### config.mk
export PLATFORM = sky130hd
export DESIGN_NAME = encoder_83
export DESIGN_NICKNAME = d
export VERILOG_FILES = /design/src/rtl/encoder_83.sv
export SDC_FILE = /design/constraint.sdc
export NUM_CORES = 1
export LEC_CHECK = 0
export BUFFER_PORTS_ARGS = -buffer_cell sky130_fd_sc_hd__buf_4
export CORE_ASPECT_RATIO = 1.25
export CORE_MARGIN = 2
export CORE_UTILIZATION = 50
export CTS_CLUSTER_SIZE = 24
export DETAILED_ROUTE_END_ITERATION = 10
export GPL_TIMING_DRIVEN = 0
export PLACE_DENSITY = 0.77
export SLEW_MARGIN = 15
export SYNTH_ARGS = -nofsm -noshare
export SYNTH_HDL_FRONTEND = slang
export SYNTH_SLANG_ARGS = --single-unit
### constraint.sdc
create_clock -name clk -period 2.1 [get_ports clk]
set_clock_uncertainty 0.2 [all_clocks]
set_input_delay 0.525 -clock clk [delete_from_list [all_inputs] [get_ports clk]]
set_output_delay 0.525 -clock clk [all_outputs]
set_load 0.02 [all_outputs]
### src/rtl/encoder_83.sv
// encoder_83: registered 8-to-3 request encoder with sticky pending, overrun flags
// and a valid/ready output; code c corresponds to request bit 7-c.
module encoder_83 #(
    parameter bit EDGE = 1'b1,
    parameter bit RR = 1'b0
) (
    input  logic       clk,
    input  logic       rst,
    input  logic [7:0] req,
    output logic       out_valid,
    input  logic       out_ready,
    output logic [2:0] out_code,
    output logic [7:0] out_onehot,
    output logic [7:0] pending,
    output logic [7:0] overrun,
    input  logic       ovr_clr
);
    typedef enum logic {IDLE, PRESENT} state_t;
    state_t state, state_n;
    logic [7:0] req_d, ev, clr;
    logic [2:0] last, base, idx, sel;
    logic found, load, take;

    assign ev = EDGE ? req & ~req_d : req;
    assign take = state == PRESENT && out_ready;
    assign load = state == IDLE && |pending;
    // the presented one-hot is exactly the pending bit being retired
    assign clr = take ? out_onehot : 8'h00;
    assign out_valid = state == PRESENT;
    assign base = RR ? last + 3'd1 : 3'd0;

    always_comb begin
        sel = 3'd0;
        found = 1'b0;
        idx = 3'd0;
        for (int k = 0; k < 8; k++) begin
            idx = base + 3'(k);
            if (!found && pending[3'd7 - idx]) begin
                sel = idx;
                found = 1'b1;
            end
        end
    end

    always_comb state_n = load ? PRESENT : take ? IDLE : state;

    always_ff @(posedge clk or posedge rst) begin
        if (rst) begin
            state <= IDLE;
            req_d <= 8'h00;
            pending <= 8'h00;
            overrun <= 8'h00;
            out_code <= 3'b000;
            out_onehot <= 8'h00;
            last <= 3'b111;
        end else begin
            state <= state_n;
            req_d <= req;
            pending <= (pending & ~clr) | ev;
            overrun <= (ovr_clr ? 8'h00 : overrun) | (ev & pending & ~clr);
            if (load) begin
                out_code <= sel;
                out_onehot <= 8'h80 >> sel;
            end else if (take) begin
                out_onehot <= 8'h00;
            end
            if (take) last <= out_code;
        end
    end
endmodule

* After elaboration in Yosys (flattened, before gate mapping)
Index checks and enable logic that the tools add are counted.
** Operators by class
- Muxes and demuxes :: 20
- Bitwise gates (word level) :: 9
- Reductions and logical operators :: 18
- Shift operators :: 1
** Operators with widths (number)
- $and 8x8->8 :: 4
- $mux 8 :: 4
- $not 8->8 :: 2
- $or 8x8->8 :: 2
- $mux 3 :: 4
- $mux 1 :: 10
- $logic_and 1x1->1 :: 9
- $reduce_or 8->1 :: 1
- $shr 8x3->8 const A :: 1
- $logic_not 1->1 :: 7
- $mux 2 :: 2
- $reduce_bool 2->1 :: 1
- $not 1->1 :: 1
** Word-level totals
- Flip-flop bits (word level) :: 36
- Output and inout port bits :: 28

* Logic depth before layout (Yosys ltp)
- Depth in word-level cells :: 24
- Mapped depth :: 5

* Worst setup path after synthesis
OpenSTA, ideal clock, no wires.
- Path kind :: reg2reg
- Start :: register pending[6]
- End :: register out_onehot[1]
- Data required time :: 1.834 ns
- Buffers on the path :: 1
- Arrival :: 1.566 ns
- Setup slack :: 0.267 ns
- Cell stages (with the launch flop) :: 5
- Cell sequence :: dfrtp_1 -> or4_1 -> buf_2 -> o41ai_1 -> a22o_1
** On the way
- Word-level cells in the longest chain between the ends :: 22
- Elaborated cells on any way between the ends :: 31
- Those cells by class :: shift (1); mux (14); reduce/logical (16)
** Ends and longest elaborated chain
- start, declared :: line 14 : output logic [7:0] pending,
- start signal, assigned :: line 59 : pending <= (pending & ~clr) | ev;
- $logic_and 1x1->1 :: line 38 : if (!found && pending[3'd7 - idx]) begin
- $mux 1 :: line 38
- $logic_not 1->1 :: line 38
- $logic_and 1x1->1 :: line 38
- $mux 1 :: line 38
- $logic_not 1->1 :: line 38
- $logic_and 1x1->1 :: line 38
- $mux 1 :: line 38
- [... 6 more ...]
- $logic_not 1->1 :: line 38
- $logic_and 1x1->1 :: line 38
- $mux 1 :: line 38
- $logic_not 1->1 :: line 38
- $logic_and 1x1->1 :: line 38
- $mux 3 :: line 38
- $shr 8x3->8 :: line 63 : out_onehot <= 8'h80 >> sel;
- $mux 8 :: line 61 : if (load) begin
- end signal, assigned :: line 63
- end, declared :: line 13 : output logic [7:0] out_onehot,
Several ways; a longest one is shown, not always the timed one.
A chain may end at the register's enable or synchronous reset.

* Worst setup path after layout
- Start :: register pending[6]
- End :: register out_onehot[3]
Same word-level chain as after synthesis.

==> impl_metrics.yaml <==
setup_path:
  worst_ep_required_time_ns: 2.15
  crit_path_end_kind: "register"
  critical-path-max-stage-delay_ns: 0.55
  critPathKind: "register to register"
  critPathArrivalTime_ns: 1.98
  crit_buf_inv: 1
  start_kind: "register"
  path_max_fanout: 9
  crit_chain: "or4_1, buf_2, o31ai_4, o2bb2ai_1"
  worst_path_max_delay_cell: "or4_1"
  critical_path.top_delay_family: "simple AND/OR/NAND/NOR gates"
logic_synthesis:
  synth_area_leaders: "dfrtp_1 (63%), nand2_1 (4.5%), nand2b_1 (4.4%)"
  ys_warn_count: 0
  avgSynthCellArea_sq_um: 11.1
  ys_types: 28
  synth_fp_nets: 141
  synth_cells: 129
  synth-seq-cells: 36
  yosysMostFrequentCell: "dfrtp_1"
  mappedNetlistArea_sq_um: 1430
  synth_edf_count: 0
  yosysSeqAreaShare: 0.629
  synth_top_area_cell: "dfrtp_1"
  async_flop_share: 1.00
  yosys-top-cells-count: "dfrtp_1 (36), nand2_1 (17), inv_1 (12), nand2b_1 (10), nand3_1 (9)"
  ys.flop_type: "dfrtp_1"
  synth_top_area_share: 0.629
timing:
  setup_tns_ns: 0
  worst_hold_slack_ns: 0.108
  period_share: 0.921
  relSlewSlack: 0.515
  rsz0062_at_grt: "no"
  max_freq_mhz: 517
  setup_violations: 0
  finalMaxSlewViolations: 0
  hold_viol_final: 0
  tightest_slew_ns: 0.726
  finalCriticalPeriod_ns: 1.93
floorplan:
  die_h_microns: 63.8
  ios: 40
  start_util: 0.529
  fp-row-count: 21
  die_x_microns: 51.9
  die_area_sq_um: 3310
  core_area_sq_um: 2710
clock_network:
  clock_path_buffers: 2
  cts_tree: "yes"
  cts.reportedPaths.clkPinSlew_ns: 0.10
  root_buffer: "clkbuf_4"
  post_cts_resized: 0
  ctsHoldBuffers: 0
  cts.sinks: 36
  post_cts_buffers: 0
  cts_buffers: 5
  htreeDepth: 2
  clk_latency_ns: 0.33
finish:
  final_nets: 186
  synthToLayoutAreaGrowth_pct: 27.0
  diodes: 0
  nFillCells: 234
  drive_gt1_frac: 0.274
worst_hold_path:
  hold_path.class: "input port to register"
global_route:
  grt_start_max_net_pins: 37
  grt_pass1_wl_microns: 5460
  grt_pass1_vias: 1153
  grt_usage: 0.222
  overflow: 0
  antenna_found_initial: 0
routing:
  finalWirelength_microns: 3180
  wire_per_inst_microns: 15.2
  drtIter0Drc: 30
  routed_via_density: 5.60
  drc_errors: 0
  ant_nets: 0
  dr_total_vias: 1170
  drt_pass1_iterations: 4
status:
  status: "finished, final reports clean"
power_and_ir_drop:
  ir_drop_mv: 0.566
  powerDensity_nw_per_um2: 759
  total_leakage_power_nw: 0.858
flow_run:
  maxCapViolations: 0
placement:
  gp_congestion: 0.880
  numPortBuffers: 38
  dp_hpwl_microns: 2320
state kept, by name, indices dropped and copies added, names as in the netlist:
name,cells
out_valid,1
overrun,8
req_d,8
out_onehot,8
out_code,3
pending,8
cells in the final DEF, fill, tap and decap left out:
| cell type | synthesis | layout |
|---|---|---|
| a211oi_1 | 1 | 1 |
| a21oi_1 | 3 | 3 |
| a22o_1 | 2 | 2 |
| a31oi_1 | 1 | 1 |
| a32o_1 | 4 | 4 |
| a32oi_1 | 1 | 1 |
| buf_1 | 2 | 2 |
| buf_2 | 1 | 1 |
| buf_4 | 0 | 38 |
| clkbuf_1 | 3 | 5 |
| clkbuf_4 | 0 | 5 |
| clkbuf_8 | 0 | 1 |
| dfrtp_1 | 36 | 36 |
| inv_1 | 12 | 11 |
| inv_2 | 0 | 1 |
| nand2_1 | 17 | 17 |
| nand2b_1 | 10 | 10 |
| nand3_1 | 9 | 9 |
| nor2_1 | 1 | 1 |
| nor2b_1 | 2 | 2 |
| nor3_1 | 3 | 3 |
| nor4_1 | 2 | 2 |
| o21ai_0 | 1 | 1 |
| o22a_1 | 1 | 1 |
| o22ai_1 | 8 | 8 |
| o2bb2ai_1 | 1 | 1 |
| o311a_1 | 1 | 1 |
| o31ai_4 | 1 | 1 |
| o32a_1 | 1 | 1 |
| o41ai_1 | 2 | 2 |
| or2_2 | 1 | 1 |
| or4_1 | 2 | 2 |
final cells by class:
| type | instances | area, sq um | share of cell area |
|---|---|---|---|
| multi-input cells | 75 | 463 | 0.254 |
| clock buffers | 8 | 58.8 | 0.0323 |
| well taps | 34 | 42.5 | 0.0234 |
| plain buffers | 6 | 23.8 | 0.0131 |
| inverters | 12 | 45.0 | 0.0248 |
| repair buffers | 38 | 285 | 0.157 |
| flip-flops and latches | 36 | 901 | 0.495 |
path summary, 6_finish.rpt:
| check | start | endpoint | slack (ns) | cells past startpoint |
|---|---|---|---|---|
| max | pending[6] | out_onehot[3] | 0.17 | 4 |
| min | req[1] | req_d[1] | 0.11 | 1 |
| max reg2reg | pending[6] | out_onehot[3] | 0.17 | 4 |
| min reg2reg | req_d[0] | pending[0] | 0.30 | 2 |
| max in group asynchronous | rst | overrun[4] | 1.12 | 2 |
| min in group asynchronous | rst | out_onehot[0] | 0.12 | 2 |
where the power goes:
group / leakage [nW] / internal [W] / switching, W
sequential: 0.420 / 0.000739 / 0.0000396
combinational: 0.405 / 0.0000981 / 0.000134
clock: 0.0326 / 0.000165 / 0.000205
total: 0.858 / 0.00100 / 0.000379
metrics by stage:
step / instance area, sq um / power, W / worst slack (ns) / util / cells
6_report: 1820 / 0.00138 / 0.167 / 0.672 / 209
5_1_grt: 1820 / 0.00146 / 0.0271 / 0.672 / 209
4_1_cts: 1820 / 0.00140 / 0.174 / 0.672 / 209
3_5_place_dp: 1760 / 0.00103 / 0.201 / 0.650 / 201
3_3_place_gp: 1760 / 0.00102 / 0.159 / 0.650 / 201
2_1_floorplan: 1430 / 0.000915 / 0.267 / - / 129
layer usage:
layer	track usage	up-vias	share of wire
met5	0	-	0
met4	0.0691	0	0.0072
met3	0.0491	2	0.041
met2	0.358	33	0.54
met1	0.295	586	0.42
li1	-	549	-
cell families after synthesis:
kind of cell | Yosys count | synth area share
and+or+nand+nor | 47 | 0.165
DFF | 36 | 0.629
AOI/OAI and AO/OA | 28 | 0.158
buffers and inverters | 18 | 0.0480
(Power assumes the default switching activity.)
